[src/rtl/ravan_key_sequencer.sv]
// RAVAN key sequencer: streams a latched multi-word key into a register-mapped hash core and gathers the readback.
// Optional build macro RAVAN_WORD_MIX_EN: XOR the last key word with mix_word at start.
module ravan_key_sequencer #(
   parameter int unsigned KEY_WORDS   = 16,
   parameter int unsigned ADDR_W      = 8,
   parameter int unsigned WR_BASE     = 0,
   parameter int unsigned RD_BASE     = 0,
   parameter int unsigned WAIT_CYCLES = 2
) (
   input  logic                      clk,
   input  logic                      rst,
   input  logic                      i_start,
   input  logic [32*KEY_WORDS-1:0]   i_key_in,
   input  logic [31:0]               i_mix_word,
   output logic                      o_busy,
   output logic                      o_done,
   output logic                      o_err,
   output logic [32*KEY_WORDS-1:0]   o_hash_out,
   output logic                      o_bus_cs,
   output logic                      o_bus_we,
   output logic [ADDR_W-1:0]         o_bus_addr,
   output logic [31:0]               o_bus_wdata,
   input  logic [31:0]               i_bus_rdata,
   input  logic                      i_bus_error
);

   localparam int unsigned IDX_W = (KEY_WORDS > 1) ? $clog2(KEY_WORDS) : 1;
   localparam int unsigned KEY_W = 32 * KEY_WORDS;
   localparam logic [IDX_W-1:0] LAST_IDX = IDX_W'(KEY_WORDS - 1);

   typedef enum logic [2:0] {
      S_IDLE,
      S_WRITE,
      S_WAIT,
      S_READ,
      S_CAPTURE,
      S_DONE
   } state_t;

   state_t              r_state;
   logic [IDX_W-1:0]    r_idx;
   logic [7:0]          r_cnt;
   logic [31:0]         r_key [KEY_WORDS];
   logic [KEY_W-1:0]    r_hash;
   logic                r_busy;
   logic                r_done;
   logic                r_err;
   logic                r_cs;
   logic                r_we;
   logic [ADDR_W-1:0]   r_addr;
   logic [31:0]         r_wdata;

   logic [31:0]         w_key_lat [KEY_WORDS];
   logic [IDX_W-1:0]    w_idx_nxt;
   logic [ADDR_W-1:0]   w_wr_addr_nxt;
   logic [ADDR_W-1:0]   w_rd_addr;

   // Key as it will be latched on an accepted start (tweak applied to the last word when enabled)
   always_comb begin
      for (int i = 0; i < KEY_WORDS; i++) begin
         w_key_lat[i] = i_key_in[i*32 +: 32];
      end
`ifdef RAVAN_WORD_MIX_EN
      w_key_lat[KEY_WORDS-1] = i_key_in[(KEY_WORDS-1)*32 +: 32] ^ i_mix_word;
`endif
   end

`ifndef RAVAN_WORD_MIX_EN
   logic w_unused_mix;
   assign w_unused_mix = ^i_mix_word;
`endif

   assign w_idx_nxt     = r_idx + IDX_W'(1);
   assign w_wr_addr_nxt = ADDR_W'(WR_BASE) + ADDR_W'(w_idx_nxt);
   assign w_rd_addr     = ADDR_W'(RD_BASE) + ADDR_W'(r_idx);

   // Sequencer: outputs are loaded on entry to the state that presents them
   always_ff @(posedge clk or posedge rst) begin
      if (rst) begin
         r_state <= S_IDLE;
         r_idx   <= '0;
         r_cnt   <= '0;
         r_hash  <= '0;
         r_busy  <= 1'b0;
         r_done  <= 1'b0;
         r_err   <= 1'b0;
         r_cs    <= 1'b0;
         r_we    <= 1'b0;
         r_addr  <= '0;
         r_wdata <= '0;
         for (int i = 0; i < KEY_WORDS; i++) begin
            r_key[i] <= '0;
         end
      end else begin
         r_done <= 1'b0;
         case (r_state)
            S_IDLE: begin
               if (i_start) begin
                  r_key   <= w_key_lat;
                  r_err   <= 1'b0;
                  r_idx   <= '0;
                  r_busy  <= 1'b1;
                  r_cs    <= 1'b1;
                  r_we    <= 1'b1;
                  r_addr  <= ADDR_W'(WR_BASE);
                  r_wdata <= w_key_lat[0];
                  r_state <= S_WRITE;
               end
            end
            S_WRITE: begin
               if (i_bus_error) r_err <= 1'b1;
               r_cs    <= 1'b0;
               r_we    <= 1'b0;
               r_cnt   <= 8'(WAIT_CYCLES);
               r_state <= S_WAIT;
            end
            S_WAIT: begin
               if (r_cnt == '0) begin
                  r_cs    <= 1'b1;
                  r_we    <= 1'b0;
                  r_addr  <= w_rd_addr;
                  r_state <= S_READ;
               end else begin
                  r_cnt <= r_cnt - 8'd1;
               end
            end
            S_READ: begin
               if (i_bus_error) r_err <= 1'b1;
               r_cs    <= 1'b0;
               r_state <= S_CAPTURE;
            end
            S_CAPTURE: begin
               if (i_bus_error) r_err <= 1'b1;
               r_hash[{r_idx, 5'b0} +: 32] <= i_bus_rdata;
               if (r_idx == LAST_IDX) begin
                  r_done  <= 1'b1;
                  r_state <= S_DONE;
               end else begin
                  r_idx   <= w_idx_nxt;
                  r_cs    <= 1'b1;
                  r_we    <= 1'b1;
                  r_addr  <= w_wr_addr_nxt;
                  r_wdata <= r_key[w_idx_nxt];
                  r_state <= S_WRITE;
               end
            end
            S_DONE: begin
               r_busy  <= 1'b0;
               r_state <= S_IDLE;
            end
            default: r_state <= S_IDLE;
         endcase
      end
   end

   assign o_busy      = r_busy;
   assign o_done      = r_done;
   assign o_err       = r_err;
   assign o_hash_out  = r_hash;
   assign o_bus_cs    = r_cs;
   assign o_bus_we    = r_we;
   assign o_bus_addr  = r_addr;
   assign o_bus_wdata = r_wdata;

endmodule

[config.mk]
export PLATFORM = sky130hd
export DESIGN_NAME = ravan_key_sequencer
export DESIGN_NICKNAME = d
export VERILOG_FILES = /design/src/rtl/ravan_key_sequencer.sv
export SDC_FILE = /design/constraint.sdc
export NUM_CORES = 2
export LEC_CHECK = 0
export BUFFER_PORTS_ARGS = -buffer_cell sky130_fd_sc_hd__buf_2
export CORE_AREA = 8 8 432 434
export CTS_CLUSTER_DIAMETER = 150
export DETAILED_ROUTE_END_ITERATION = 16
export DIE_AREA = 0 0 440 442
export SYNTH_ARGS = -nofsm -noshare
export SYNTH_HDL_FRONTEND = slang
export SYNTH_SLANG_ARGS = --single-unit
[constraint.sdc]
create_clock -name clk -period 65.7 [get_ports clk]
set_input_delay 6.57 -clock clk [delete_from_list [all_inputs] [get_ports clk]]
set_output_delay 6.57 -clock clk [all_outputs]
set_load 0.02 [all_outputs]
==> impl_metrics.env <==
export IMPL_outcome="finished, final reports clean"
export IMPL_holdWs_ns=0.473
export IMPL_net_switching_power_w=0.000784
export IMPL_start_util=0.249
export IMPL_ys_seq_area_frac=0.605
export IMPL_cts_setup_buffers=0
export IMPL_area_growth_pct=27.3
export IMPL_critPathBufInv=7
export IMPL_post_route_min_period_ns=10.53
export IMPL_r2r_end="o_bus_wdata[13]"
export IMPL_met2_length_um=90200
export IMPL_crit_chain="buf_2, inv_8, buf_4, buf_4, buf_4, buf_4, buf_4"
export IMPL_dp_cells=6335
export IMPL_cts_htree_levels=3
export IMPL_drv_cap=0
export IMPL_postSynthCellCount=3050
export IMPL_via_count=30300
export IMPL_wl_um=168000
export IMPL_min_path_type="reg2reg"
export IMPL_p_clk_frac=0.276
export IMPL_ir_drop_mv=0.0276
export IMPL_cpLargestDelayFamily="buffers and inverters"
export IMPL_p_per_area_nw_per_um2=42.8
export IMPL_dieHeight_um=442
export IMPL_crit_type="in2async"
export IMPL_fin_crit_sh=0.160
export IMPL_hold_end="o_hash_out[297]"
export IMPL_internal_power_w=0.00165
export IMPL_clk_pin_slew_ns=0.06
export IMPL_hold_buffers=0
export IMPL_maxSlewViolCount=0
export IMPL_r2r_setup_slack_ns=60.51
export IMPL_synth_async_reset_ratio=1.00
export IMPL_synth_top_area_frac=0.605
export IMPL_grt_first_pass_wirelength_um=237000
export IMPL_required_ns=66.48
export IMPL_synth_top_area_cell="dfrtp_1"
export IMPL_worstPathMaxFanout=129
export IMPL_fin_cells=6614
export IMPL_start_kind="input port"
export IMPL_post_cts_resize_count=0
export IMPL_p_leak_nw=25.5
export IMPL_drt_met1_wl_um=57200
export IMPL_fillers=18000
export IMPL_gp_congestion=0.809
export IMPL_cts_buffer_depth=3
export IMPL_swShare=0.322
export IMPL_tightestPinTransition_ns=1.26
export IMPL_holdPathStages=2
export IMPL_drt_iter0_drc=1676
export IMPL_tritoncts="yes"
export IMPL_detail_route_antenna_nets=0
export IMPL_io_pins=1137
export IMPL_synthFlopType="dfrtp_1"
export IMPL_clkSinkCount=1080
export IMPL_layout_common_cells="buf_2, dfrtp_1, mux2_2, nand2_1, o21ai_0"
export IMPL_fin_skew_ns=0.0254
export IMPL_groute_usage_overall=0.167
export IMPL_synth_area_top_cells="dfrtp_1, mux2_2, mux4_2, o21ai_0, nand2_1"
export IMPL_seq_power_share=0.413
export IMPL_tns_ns=0
export IMPL_r2r_start="r_idx[0]"
export IMPL_route_detailed_drc=0
export IMPL_finalSetupViolCount=0
export IMPL_ys_types=55
export IMPL_first_pass_iters=5
export IMPL_grt_pass1_vias=32100
export IMPL_antenna_found_initial=99
export IMPL_rsz0062_at_grt="no"
export IMPL_dr_max_layer_used="met5"
export IMPL_finalNetCount=4670
export IMPL_fmax_mhz=94.9
export IMPL_portBuffers=1100
export IMPL_grt_max_degree=181
export IMPL_ys_warn_count=0
export IMPL_setup_ws_ns=55.17
export IMPL_dpl_worst_slack_ns=54.20
export IMPL_wl_per_cell_um=25.4
export IMPL_layout_commonest_cell="buf_2"
export IMPL_arrival_ns=11.31
export IMPL_numCtsBuffers=117
export IMPL_drive_gt1_frac=0.570
export IMPL_gr_total_overflow=0
export IMPL_comb_power_share=0.311
export IMPL_dr_wl_met3_um=13200
export IMPL_path_common_cell="buf_4"
export IMPL_critPathCaptureType="async pin"
export IMPL_r2r_cells=6
export IMPL_clock_root_buffer="clkbuf_16"
export IMPL_hp_start="o_hash_out[297]"
export IMPL_vias_per_cell=4.59
export IMPL_synth_enable_flop_cells=0
export IMPL_hpwl_um=127000
export IMPL_avgSynthCellArea_um2=14.7
export IMPL_core_area_um2=180000
export IMPL_crit_slowest_cell="buf_4"
export IMPL_insertion_delay_ns=0.75
export IMPL_netlist_area_um2=44700
export IMPL_cpPeakStageDelay_ns=0.88
export IMPL_synth_seq_cells=1080
export IMPL_die_area_um2=194000
export IMPL_max_slew_margin=0.158
export IMPL_row_count=156
export IMPL_hold_viol_final=0
export IMPL_dieWidth_um=440
## worst max path at each step
stage,start,end,slack (ns),depth (start not counted)
floorplan,rst,o_bus_addr[0],28.73,1
global placement,rst,r_key[356],54.27,7
detailed placement,rst,r_key[257],54.20,7
CTS,rst,r_key[289],55.08,7
global route,rst,r_key[257],54.49,7
finish,rst,o_bus_wdata[2],55.17,7
## metal layers
metal,vias up,global-route usage
met5,-,0
met4,78,0.0727
met3,318,0.0528
met1,15700,0.169
met2,1079,0.311
li1,13200,-
## final cells by class
type                            count  area [um2]  share of cell area
Clock buffer                      167        3390              0.0595
Multi-Input combinational cell   1719       16800               0.295
Sequential cell                  1080       27000               0.475
Clock inverter                     46         561             0.00985
Timing Repair Buffer             1156        5960               0.105
Tap cell                         2370        2970              0.0521
Antenna cell                       66         165             0.00290
Inverter                           10        45.0            0.000792
## worst reg2reg max path, cell delays in order (launching register included)
cell and delay [ns]:
dfrtp_4 0.80, buf_4 0.82, buf_4 0.89, buf_4 0.83
mux4_2 0.59, a221oi_1 0.88, o21ai_0 0.20
## cell usage after synthesis (all sizes together) (5+ instances only)
master     n
a21oi      7
o21ai    195
mux4     128
nand2    211
nand3     12
nor3       6
o31ai     33
o22ai     32
clkbuf   123
and3       5
nor2      57
a221oi    30
and2      38
xor2       9
inv       10
dfrtp   1080
buf      121
ha         6
mux2     874
a22oi     33
## metrics by stage
stage	utilization	cell area, um2	power, W
final	0.317	56900	0.00244
after global routing	0.316	56800	0.00257
after CTS	0.316	56700	0.00248
after detailed placement	0.294	52800	0.00180
after global placement	0.294	52800	0.00177
after floorplan	-	44700	0.00152
## sequential cells by signal (all words and copies together) (netlist names)
name	flops
r_key	512
r_state	3
o_bus_addr	4
o_err	1
o_bus_we	1
o_bus_wdata	32
r_cnt	8
o_busy	1
r_idx	4
o_done	1
o_bus_cs	1
o_hash_out	512
## power by group through the flow
stage	Clock, W	Combinational (W)	Sequential [W]
after floorplan	0	0.000482	0.00104
after global placement	0	0.000763	0.00101
after detailed placement	0	0.000779	0.00102
after CTS	0.000692	0.000780	0.00101
after global routing	0.000719	0.000815	0.00103
final	0.000672	0.000757	0.00101
## cells by family (layout without fill, tap and decap cells)
family | Yosys count | in the layout | share of synthesized area
AOI/OAI and AO/OA | 341 | 341 | 0.0461
xor gates and xnor gates | 13 | 13 | 0.00255
adders and majority gates | 6 | 6 | 0.00168
buffers and inverters | 254 | 1379 | 0.0252
DFF | 1080 | 1080 | 0.605
muxes | 1003 | 1003 | 0.285
other | 1 | 70 | 0.0000839
and+or+nand+nor | 352 | 352 | 0.0347
No activity file was read; power rests on OpenSTA's default activity.
